<file path="src/rtl/controle_magnetron_pkg.sv">
// Shared definitions for the microwave magnetron controller: FSM state encoding,
// default timing parameters and a counter-width helper.
package controle_magnetron_pkg;

  typedef enum logic [1:0] {
    S_IDLE  = 2'd0,
    S_COOK  = 2'd1,
    S_PAUSE = 2'd2,
    S_DONE  = 2'd3
  } state_t;

  localparam int unsigned TICK_DIV_DEFAULT    = 50_000_000;
  localparam int unsigned BEEP_CYCLES_DEFAULT = 150_000_000;

  // Width of a counter that runs 0..n-1; never narrower than one bit.
  function automatic int unsigned cnt_width(input int unsigned n);
    return (n > 1) ? $clog2(n) : 1;
  endfunction

endpackage

</file>
<file path="src/rtl/controle_magnetron_detector_borda.sv">
// Registered falling-edge detector for an active-low push button.
// A button already held when reset lifts must be released once before it can fire.
module detector_borda (
  input  logic clk,
  input  logic reset,
  input  logic button,
  output logic fall
);

  logic cur;
  logic prev;
  logic armed;

  always_ff @(posedge clk) begin
    if (reset) begin
      cur   <= 1'b1;
      prev  <= 1'b1;
      armed <= 1'b0;
    end else begin
      cur   <= button;
      prev  <= cur;
      armed <= armed | button;
    end
  end

  // armed blocks the reset-to-1 history from turning a held button into an edge
  assign fall = armed & prev & ~cur;

endmodule

</file>
<file path="src/rtl/controle_magnetron.sv">
// Microwave timer control FSM: keypad entry, start/stop, door interlock,
// count tick generation and end-of-cycle alarm for the mm:ss down-counter.
module controle_magnetron
  import controle_magnetron_pkg::*;
#(
  parameter int unsigned TICK_DIV    = TICK_DIV_DEFAULT,
  parameter int unsigned BEEP_CYCLES = BEEP_CYCLES_DEFAULT
) (
  input  logic       clk,
  input  logic       reset,
  input  logic       startn,
  input  logic       stopn,
  input  logic       door_closed,
  input  logic       key_valid,
  input  logic [3:0] key_code,
  input  logic       cnt_zero,
  output logic [3:0] cnt_data,
  output logic       cnt_loadn,
  output logic       cnt_enablen,
  output logic       cnt_clearn,
  output logic       mag_on,
  output logic       alarm,
  output logic [1:0] state
);

  localparam int unsigned DW = cnt_width(TICK_DIV);
  localparam int unsigned BW = cnt_width(BEEP_CYCLES);
  localparam logic [DW-1:0] DIV_LAST  = DW'(TICK_DIV - 1);
  localparam logic [DW-1:0] DIV_PRE   = DW'(TICK_DIV - 2);
  localparam logic [BW-1:0] BEEP_LAST = BW'(BEEP_CYCLES - 1);

  state_t        state_q, state_d;
  logic [DW-1:0] div_q, div_d;
  logic [BW-1:0] beep_q, beep_d;
  logic [3:0]    data_d;
  logic          loadn_d, enablen_d, clearn_d;
  logic          start_fall, stop_fall;

  detector_borda u_start (
    .clk    (clk),
    .reset  (reset),
    .button (startn),
    .fall   (start_fall)
  );

  detector_borda u_stop (
    .clk    (clk),
    .reset  (reset),
    .button (stopn),
    .fall   (stop_fall)
  );

  always_comb begin
    state_d   = state_q;
    div_d     = '0;
    beep_d    = '0;
    data_d    = cnt_data;
    loadn_d   = 1'b1;
    enablen_d = 1'b1;
    clearn_d  = 1'b1;
    unique case (state_q)
      S_IDLE: begin
        if (key_valid && (key_code <= 4'd9)) begin
          data_d  = key_code;
          loadn_d = 1'b0;
        end
        if (stop_fall) begin
          clearn_d = 1'b0;
        end else if (start_fall && door_closed && !cnt_zero) begin
          state_d = S_COOK;
        end
      end
      S_COOK: begin
        if (!door_closed || stop_fall) begin
          state_d = S_PAUSE;
        end else if (cnt_zero) begin
          state_d = S_DONE;
        end else begin
          div_d = (div_q == DIV_LAST) ? '0 : div_q + 1'b1;
          // registered strobe: decided one count early so it coincides with DIV_LAST
          enablen_d = (div_q != DIV_PRE);
        end
      end
      S_PAUSE: begin
        if (stop_fall) begin
          clearn_d = 1'b0;
          state_d  = S_IDLE;
        end else if (start_fall && door_closed) begin
          state_d = S_COOK;
        end
      end
      S_DONE: begin
        if (stop_fall || (beep_q == BEEP_LAST)) begin
          state_d = S_IDLE;
        end else begin
          beep_d = beep_q + 1'b1;
        end
      end
      default: state_d = S_IDLE;
    endcase
  end

  always_ff @(posedge clk) begin
    if (reset) begin
      state_q     <= S_IDLE;
      div_q       <= '0;
      beep_q      <= '0;
      cnt_data    <= '0;
      cnt_loadn   <= 1'b1;
      cnt_enablen <= 1'b1;
      cnt_clearn  <= 1'b0;
      alarm       <= 1'b0;
    end else begin
      state_q     <= state_d;
      div_q       <= div_d;
      beep_q      <= beep_d;
      cnt_data    <= data_d;
      cnt_loadn   <= loadn_d;
      cnt_enablen <= enablen_d;
      cnt_clearn  <= clearn_d;
      alarm       <= (state_d == S_DONE);
    end
  end

  assign mag_on = (state_q == S_COOK) && door_closed;
  assign state  = state_q;

endmodule
</file>
<file path="config.mk">
export PLATFORM = sky130hd
export DESIGN_NAME = controle_magnetron
export DESIGN_NICKNAME = d
export VERILOG_FILES = /design/src/rtl/controle_magnetron_pkg.sv /design/src/rtl/controle_magnetron_detector_borda.sv /design/src/rtl/controle_magnetron.sv
export SDC_FILE = /design/constraint.sdc
export NUM_CORES = 1
export LEC_CHECK = 0
export CORE_ASPECT_RATIO = 1.2
export CORE_MARGIN = 3
export CORE_UTILIZATION = 48
export CTS_CLUSTER_DIAMETER = 200
export DETAILED_ROUTE_END_ITERATION = 8
export DONT_BUFFER_PORTS = 1
export MAX_ROUTING_LAYER = met4
export SLEW_MARGIN = 20
export SYNTH_ARGS = -nofsm -noshare
export SYNTH_HDL_FRONTEND = slang
export SYNTH_SLANG_ARGS = --single-unit
export TNS_END_PERCENT = 5
</file>
<file path="constraint.sdc">
create_clock -name clk -period 4 [get_ports clk]
set_clock_uncertainty 0.1 [all_clocks]
set_input_delay 0.8 -clock clk [delete_from_list [all_inputs] [get_ports clk]]
set_output_delay 0.8 -clock clk [all_outputs]
set_load 0.005 [all_outputs]
</file>
==> flow_summary.html <==
<table>
<tr><th>Metric</th><th>Value</th></tr>
<tr><th colspan="2">Floorplan</th></tr>
<tr><td>Initial core utilization</td><td>49.9%</td></tr>
<tr><td>Floorplan die height</td><td>93.2 um</td></tr>
<tr><td>Core area</td><td>0.00609 mm^2</td></tr>
<tr><td>Area of the die</td><td>0.00732 mm^2</td></tr>
<tr><td>Number of core rows</td><td>31</td></tr>
<tr><td>Chip width</td><td>78.6 um</td></tr>
<tr><td>I/O pin total</td><td>22</td></tr>
<tr><th colspan="2">CTS</th></tr>
<tr><td>Insertion delay to the later sink of the worst-skew pair</td><td>340 ps</td></tr>
<tr><td>Number of buffers added to fix hold violations after cts</td><td>0</td></tr>
<tr><td>Clock buffers created by TritonCTS</td><td>9</td></tr>
<tr><td>Post-cts resize count</td><td>0</td></tr>
<tr><td>CTS Buffer Depth</td><td>2</td></tr>
<tr><td>Clock tree from TritonCTS</td><td>yes</td></tr>
<tr><td>Clock root buffer master</td><td>sky130_fd_sc_hd__clkbuf_8</td></tr>
<tr><td>H-tree levels</td><td>3</td></tr>
<tr><td>Clock net sink count</td><td>70</td></tr>
<tr><td>Clock transition at the register clock pins on the worst setup and hold paths after CTS</td><td>80 ps</td></tr>
<tr><td>Post-CTS setup repair buffer count</td><td>0</td></tr>
<tr><th colspan="2">Worst setup path</th></tr>
<tr><td>Setup crit end kind</td><td>output pin</td></tr>
<tr><td>Startpoint Class</td><td>flop</td></tr>
<tr><td>Classification of the worst setup path</td><td>flop to output pin</td></tr>
<tr><td>Cell with the largest stage delay on the worst path</td><td>sky130_fd_sc_hd__dfxtp_1</td></tr>
<tr><td>Data arrival time of the worst path</td><td>1270 ps</td></tr>
<tr><td>Series of cell instances along the critical path</td><td>and2b_2 -&gt; and2_1</td></tr>
<tr><td>Depth of the most critical reg-to-reg path</td><td>6</td></tr>
<tr><td>Critical Path Fanout Max</td><td>7</td></tr>
<tr><td>Largest stage delay on the critical path</td><td>470 ps</td></tr>
<tr><td>Data required time of the worst path</td><td>3100 ps</td></tr>
<tr><th colspan="2">Global routing</th></tr>
<tr><td>Number of global-route vias before repair</td><td>2,156</td></tr>
<tr><td>First-pass GRT wire length</td><td>9.51 mm</td></tr>
<tr><td>Residual overflow from global routing</td><td>0</td></tr>
<tr><td>Number of antenna violations at the first check in global routing</td><td>0</td></tr>
<tr><td>Maximum number of pins on one net before global-route repair</td><td>30</td></tr>
<tr><td>Overall Global Routing Usage</td><td>16.8%</td></tr>
<tr><th colspan="2">Final layout</th></tr>
<tr><td>Area taken by multi-input logic gates</td><td>0.00157 mm^2</td></tr>
<tr><td>Area Growth Syn to Fin</td><td>9.14%</td></tr>
<tr><td>Ratio of cells with drive above 1 in the final layout</td><td>8.57%</td></tr>
<tr><td>Antenna fix cells</td><td>0</td></tr>
<tr><td>Net count of the finished layout</td><td>359</td></tr>
<tr><td>Register cell area after layout</td><td>0.00140 mm^2</td></tr>
<tr><td>Filler Cells Inserted</td><td>597</td></tr>
<tr><th colspan="2">STA</th></tr>
<tr><td>Setup slack of the critical path after layout</td><td>1830 ps</td></tr>
<tr><td>Worst relative slew slack</td><td>46.8%</td></tr>
<tr><td>Final worst path period share</td><td>54.2%</td></tr>
<tr><td>Post-layout minimum cycle time</td><td>2170 ps</td></tr>
<tr><td>Setup Total Neg Slack</td><td>0 ps</td></tr>
<tr><td>Setup repair after global routing missed its margin</td><td>false</td></tr>
<tr><td>Timing-limited maximum frequency</td><td>461 MHz</td></tr>
<tr><td>Pin slew with the least headroom to its limit</td><td>792 ps</td></tr>
<tr><td>Final hold vios</td><td>0</td></tr>
<tr><td>Fin. max-slew vios</td><td>0</td></tr>
<tr><td>Setup Viol. Count Final</td><td>0</td></tr>
<tr><th colspan="2">Pwr</th></tr>
<tr><td>NetSw</td><td>281 uW</td></tr>
<tr><td>Switching portion of total power</td><td>20.9%</td></tr>
<tr><td>IR Drop Worst-Case VDD</td><td>0.239 mV</td></tr>
<tr><td>Proportion of power drawn by combinational gates</td><td>1.0%</td></tr>
<tr><td>Power density relative to cell area</td><td>405 mW/mm^2</td></tr>
<tr><td>Clk network pwr share</td><td>46.4%</td></tr>
<tr><td>Internal power</td><td>1060 uW</td></tr>
<tr><td>Reported leakage power</td><td>0.00106 uW</td></tr>
<tr><td>Relative contribution of sequential cells to total power</td><td>52.6%</td></tr>
<tr><th colspan="2">Synth</th></tr>
<tr><td>Number of enable flip-flop cells after synthesis</td><td>0</td></tr>
<tr><td>Leading register cell type out of synthesis</td><td>sky130_fd_sc_hd__dfxtp_1</td></tr>
<tr><td>Synth top area share</td><td>46.1%</td></tr>
<tr><td>Yosys warnings</td><td>0</td></tr>
<tr><td>Proportion of synthesized flip-flops having asynchronous set or reset</td><td>0%</td></tr>
<tr><td>Post-synthesis cell count</td><td>341</td></tr>
<tr><td>Cell variety after synth</td><td>44</td></tr>
<tr><td>Number of synthesized register bits</td><td>70</td></tr>
<tr><td>Post-synthesis cell area</td><td>0.00304 mm^2</td></tr>
<tr><td>Mapped Nets</td><td>355</td></tr>
<tr><td>Main area contributors after synthesis</td><td>sky130_fd_sc_hd__dfxtp_1 46%, sky130_fd_sc_hd__nor2_1 9.5%, sky130_fd_sc_hd__xor2_1 7.8%</td></tr>
<tr><td>Part of the Yosys area used for sequential elements</td><td>46.1%</td></tr>
<tr><td>Synthesized area per cell</td><td>8.91 um^2</td></tr>
<tr><td>Library cell with the largest summed area after synthesis</td><td>sky130_fd_sc_hd__dfxtp_1</td></tr>
<tr><th colspan="2">Placement</th></tr>
<tr><td>Routability congestion estimate from global placement</td><td>0.803</td></tr>
<tr><td>HPWL after DPL</td><td>3.80 mm</td></tr>
<tr><td>Total of buffers placed on input and output ports</td><td>0</td></tr>
<tr><td>Minimum setup slack after placement</td><td>1890 ps</td></tr>
<tr><th colspan="2">Run status</th></tr>
<tr><td>Run status</td><td>finished clean</td></tr>
<tr><th colspan="2">Hold path</th></tr>
<tr><td>Count of cells along the worst hold path</td><td>1</td></tr>
<tr><td>Type of the worst min-delay path</td><td>flop to flop</td></tr>
<tr><th colspan="2">Routing</th></tr>
<tr><td>Total Wirelength</td><td>5.47 mm</td></tr>
<tr><td>Initial drt markers</td><td>104</td></tr>
<tr><td>Antenna Violating Nets Remaining</td><td>0</td></tr>
<tr><td>Post-detailed-route DRC marker count</td><td>0</td></tr>
<tr><td>Post-detailed-route wirelength per cell</td><td>12.7 um</td></tr>
<tr><td>DR pass1 iterations</td><td>4</td></tr>
<tr><td>Routed vias/inst</td><td>5.27</td></tr>
<tr><td>Via Count</td><td>2,276</td></tr>
<tr><th colspan="2">Job</th></tr>
<tr><td># Max-Cap Violations</td><td>0</td></tr>
</table>
## cell type report
type / instances / area share, %
Inverter: 5 / 0.566
Tap cell: 82 / 3.09
Sequential cell: 70 / 42.3
Clock inverter: 7 / 2.98
Multi-Input combinational cell: 259 / 47.4
Clock buffer: 9 / 3.74
## routing by layer
layer | GRT usage [%] | vias up | routed length [um]
li1 | - | 1186 | -
met1 | 20.1 | 1052 | 2660
met2 | 26.6 | 25 | 2530
met3 | 3.85 | 13 | 173
met4 | 8.31 | 0 | 116
met5 | - | - | 0
## power by group through the flow
stage / clock network (uW) / logic, uW / registers [uW]
floorplan: 0 / 13.1 / 723
global placement: 0 / 13.1 / 723
detailed placement: 0 / 13.9 / 724
CTS: 643 / 13.9 / 707
global route: 669 / 15.4 / 708
finish: 623 / 13.7 / 708
## synth_stat cells (2+ instances only)
library cell,number
sky130_fd_sc_hd__nor4b_1,2
sky130_fd_sc_hd__nand2_1,16
sky130_fd_sc_hd__clkbuf_1,2
sky130_fd_sc_hd__mux2i_1,4
sky130_fd_sc_hd__nor4_1,6
sky130_fd_sc_hd__ha_1,3
sky130_fd_sc_hd__nand3_1,21
sky130_fd_sc_hd__nor2_1,77
sky130_fd_sc_hd__inv_1,5
sky130_fd_sc_hd__xnor2_1,21
sky130_fd_sc_hd__o21ai_0,3
sky130_fd_sc_hd__a211oi_1,2
sky130_fd_sc_hd__or2_2,5
sky130_fd_sc_hd__and2_1,4
sky130_fd_sc_hd__a31oi_1,2
sky130_fd_sc_hd__and4_1,4
sky130_fd_sc_hd__xor2_1,27
sky130_fd_sc_hd__dfxtp_1,70
sky130_fd_sc_hd__buf_2,2
sky130_fd_sc_hd__a21oi_1,3
sky130_fd_sc_hd__buf_6,2
sky130_fd_sc_hd__nor3_1,10
sky130_fd_sc_hd__and3_1,9
sky130_fd_sc_hd__nand4_1,21
## worst paths after layout
kind | start | to | slack [ps]
setup / recovery | state[1] | mag_on | 1830
setup reg to reg | beep_q[0] | beep_q[2] | 1900
hold reg to reg | u_start.cur | u_start.prev | 350
hold / removal | u_start.cur | u_start.prev | 350
## sequential cells by signal, indices dropped and copies added, names as in the netlist
signal	flops
u_start.prev	1
u_stop.cur	1
alarm	1
cnt_clearn	1
u_stop.armed	1
u_stop.prev	1
state	2
cnt_data	4
beep_q	28
cnt_enablen	1
cnt_loadn	1
u_start.cur	1
div_q	26
u_start.armed	1
## cells by family after synthesis
group                      count (synthesis)  synth area share [%]
AOI/OAI and AO/OA                         13                  2.92
DFF                                       70                  46.1
and+or+nand+nor                          191                  32.4
muxes                                      4                  1.32
adders and majority gates                  3                  1.24
xor gates and xnor gates                  48                  13.8
buffers and inverters                     12                  2.18
## metrics by stage
step	area [um^2]	cells	total power, uW	hold slack, ps	utilization [%]
2_1_floorplan	3040	341	736	307	-
3_3_place_gp	3090	416	737	324	50.8
3_5_place_dp	3090	416	738	327	50.8
4_1_cts	3320	432	1360	350	54.4
5_1_grt	3320	432	1390	356	54.4
6_report	3320	432	1340	346	54.4
## worst max-delay path: cells and delay by family (launching register included)
| kind | cells | cell delay (ps) |
|---|---|---|
| and+or+nand+nor | 2 | 460 |
| DFF | 1 | 470 |
## cell usage in the layout (no fill, tap or decap), drive strengths merged, types with 6 or more instances in the layout
cell type  netlist  layout
nor4             6       6
nand4           21      21
clkbuf           2       9
nand3           21      21
nor2            77      77
nor3            10      10
dfxtp           70      70
nand2           17      17
xor2            27      27
and3            10      10
xnor2           21      21
Note: power is estimated with default switching activity, not from simulation.
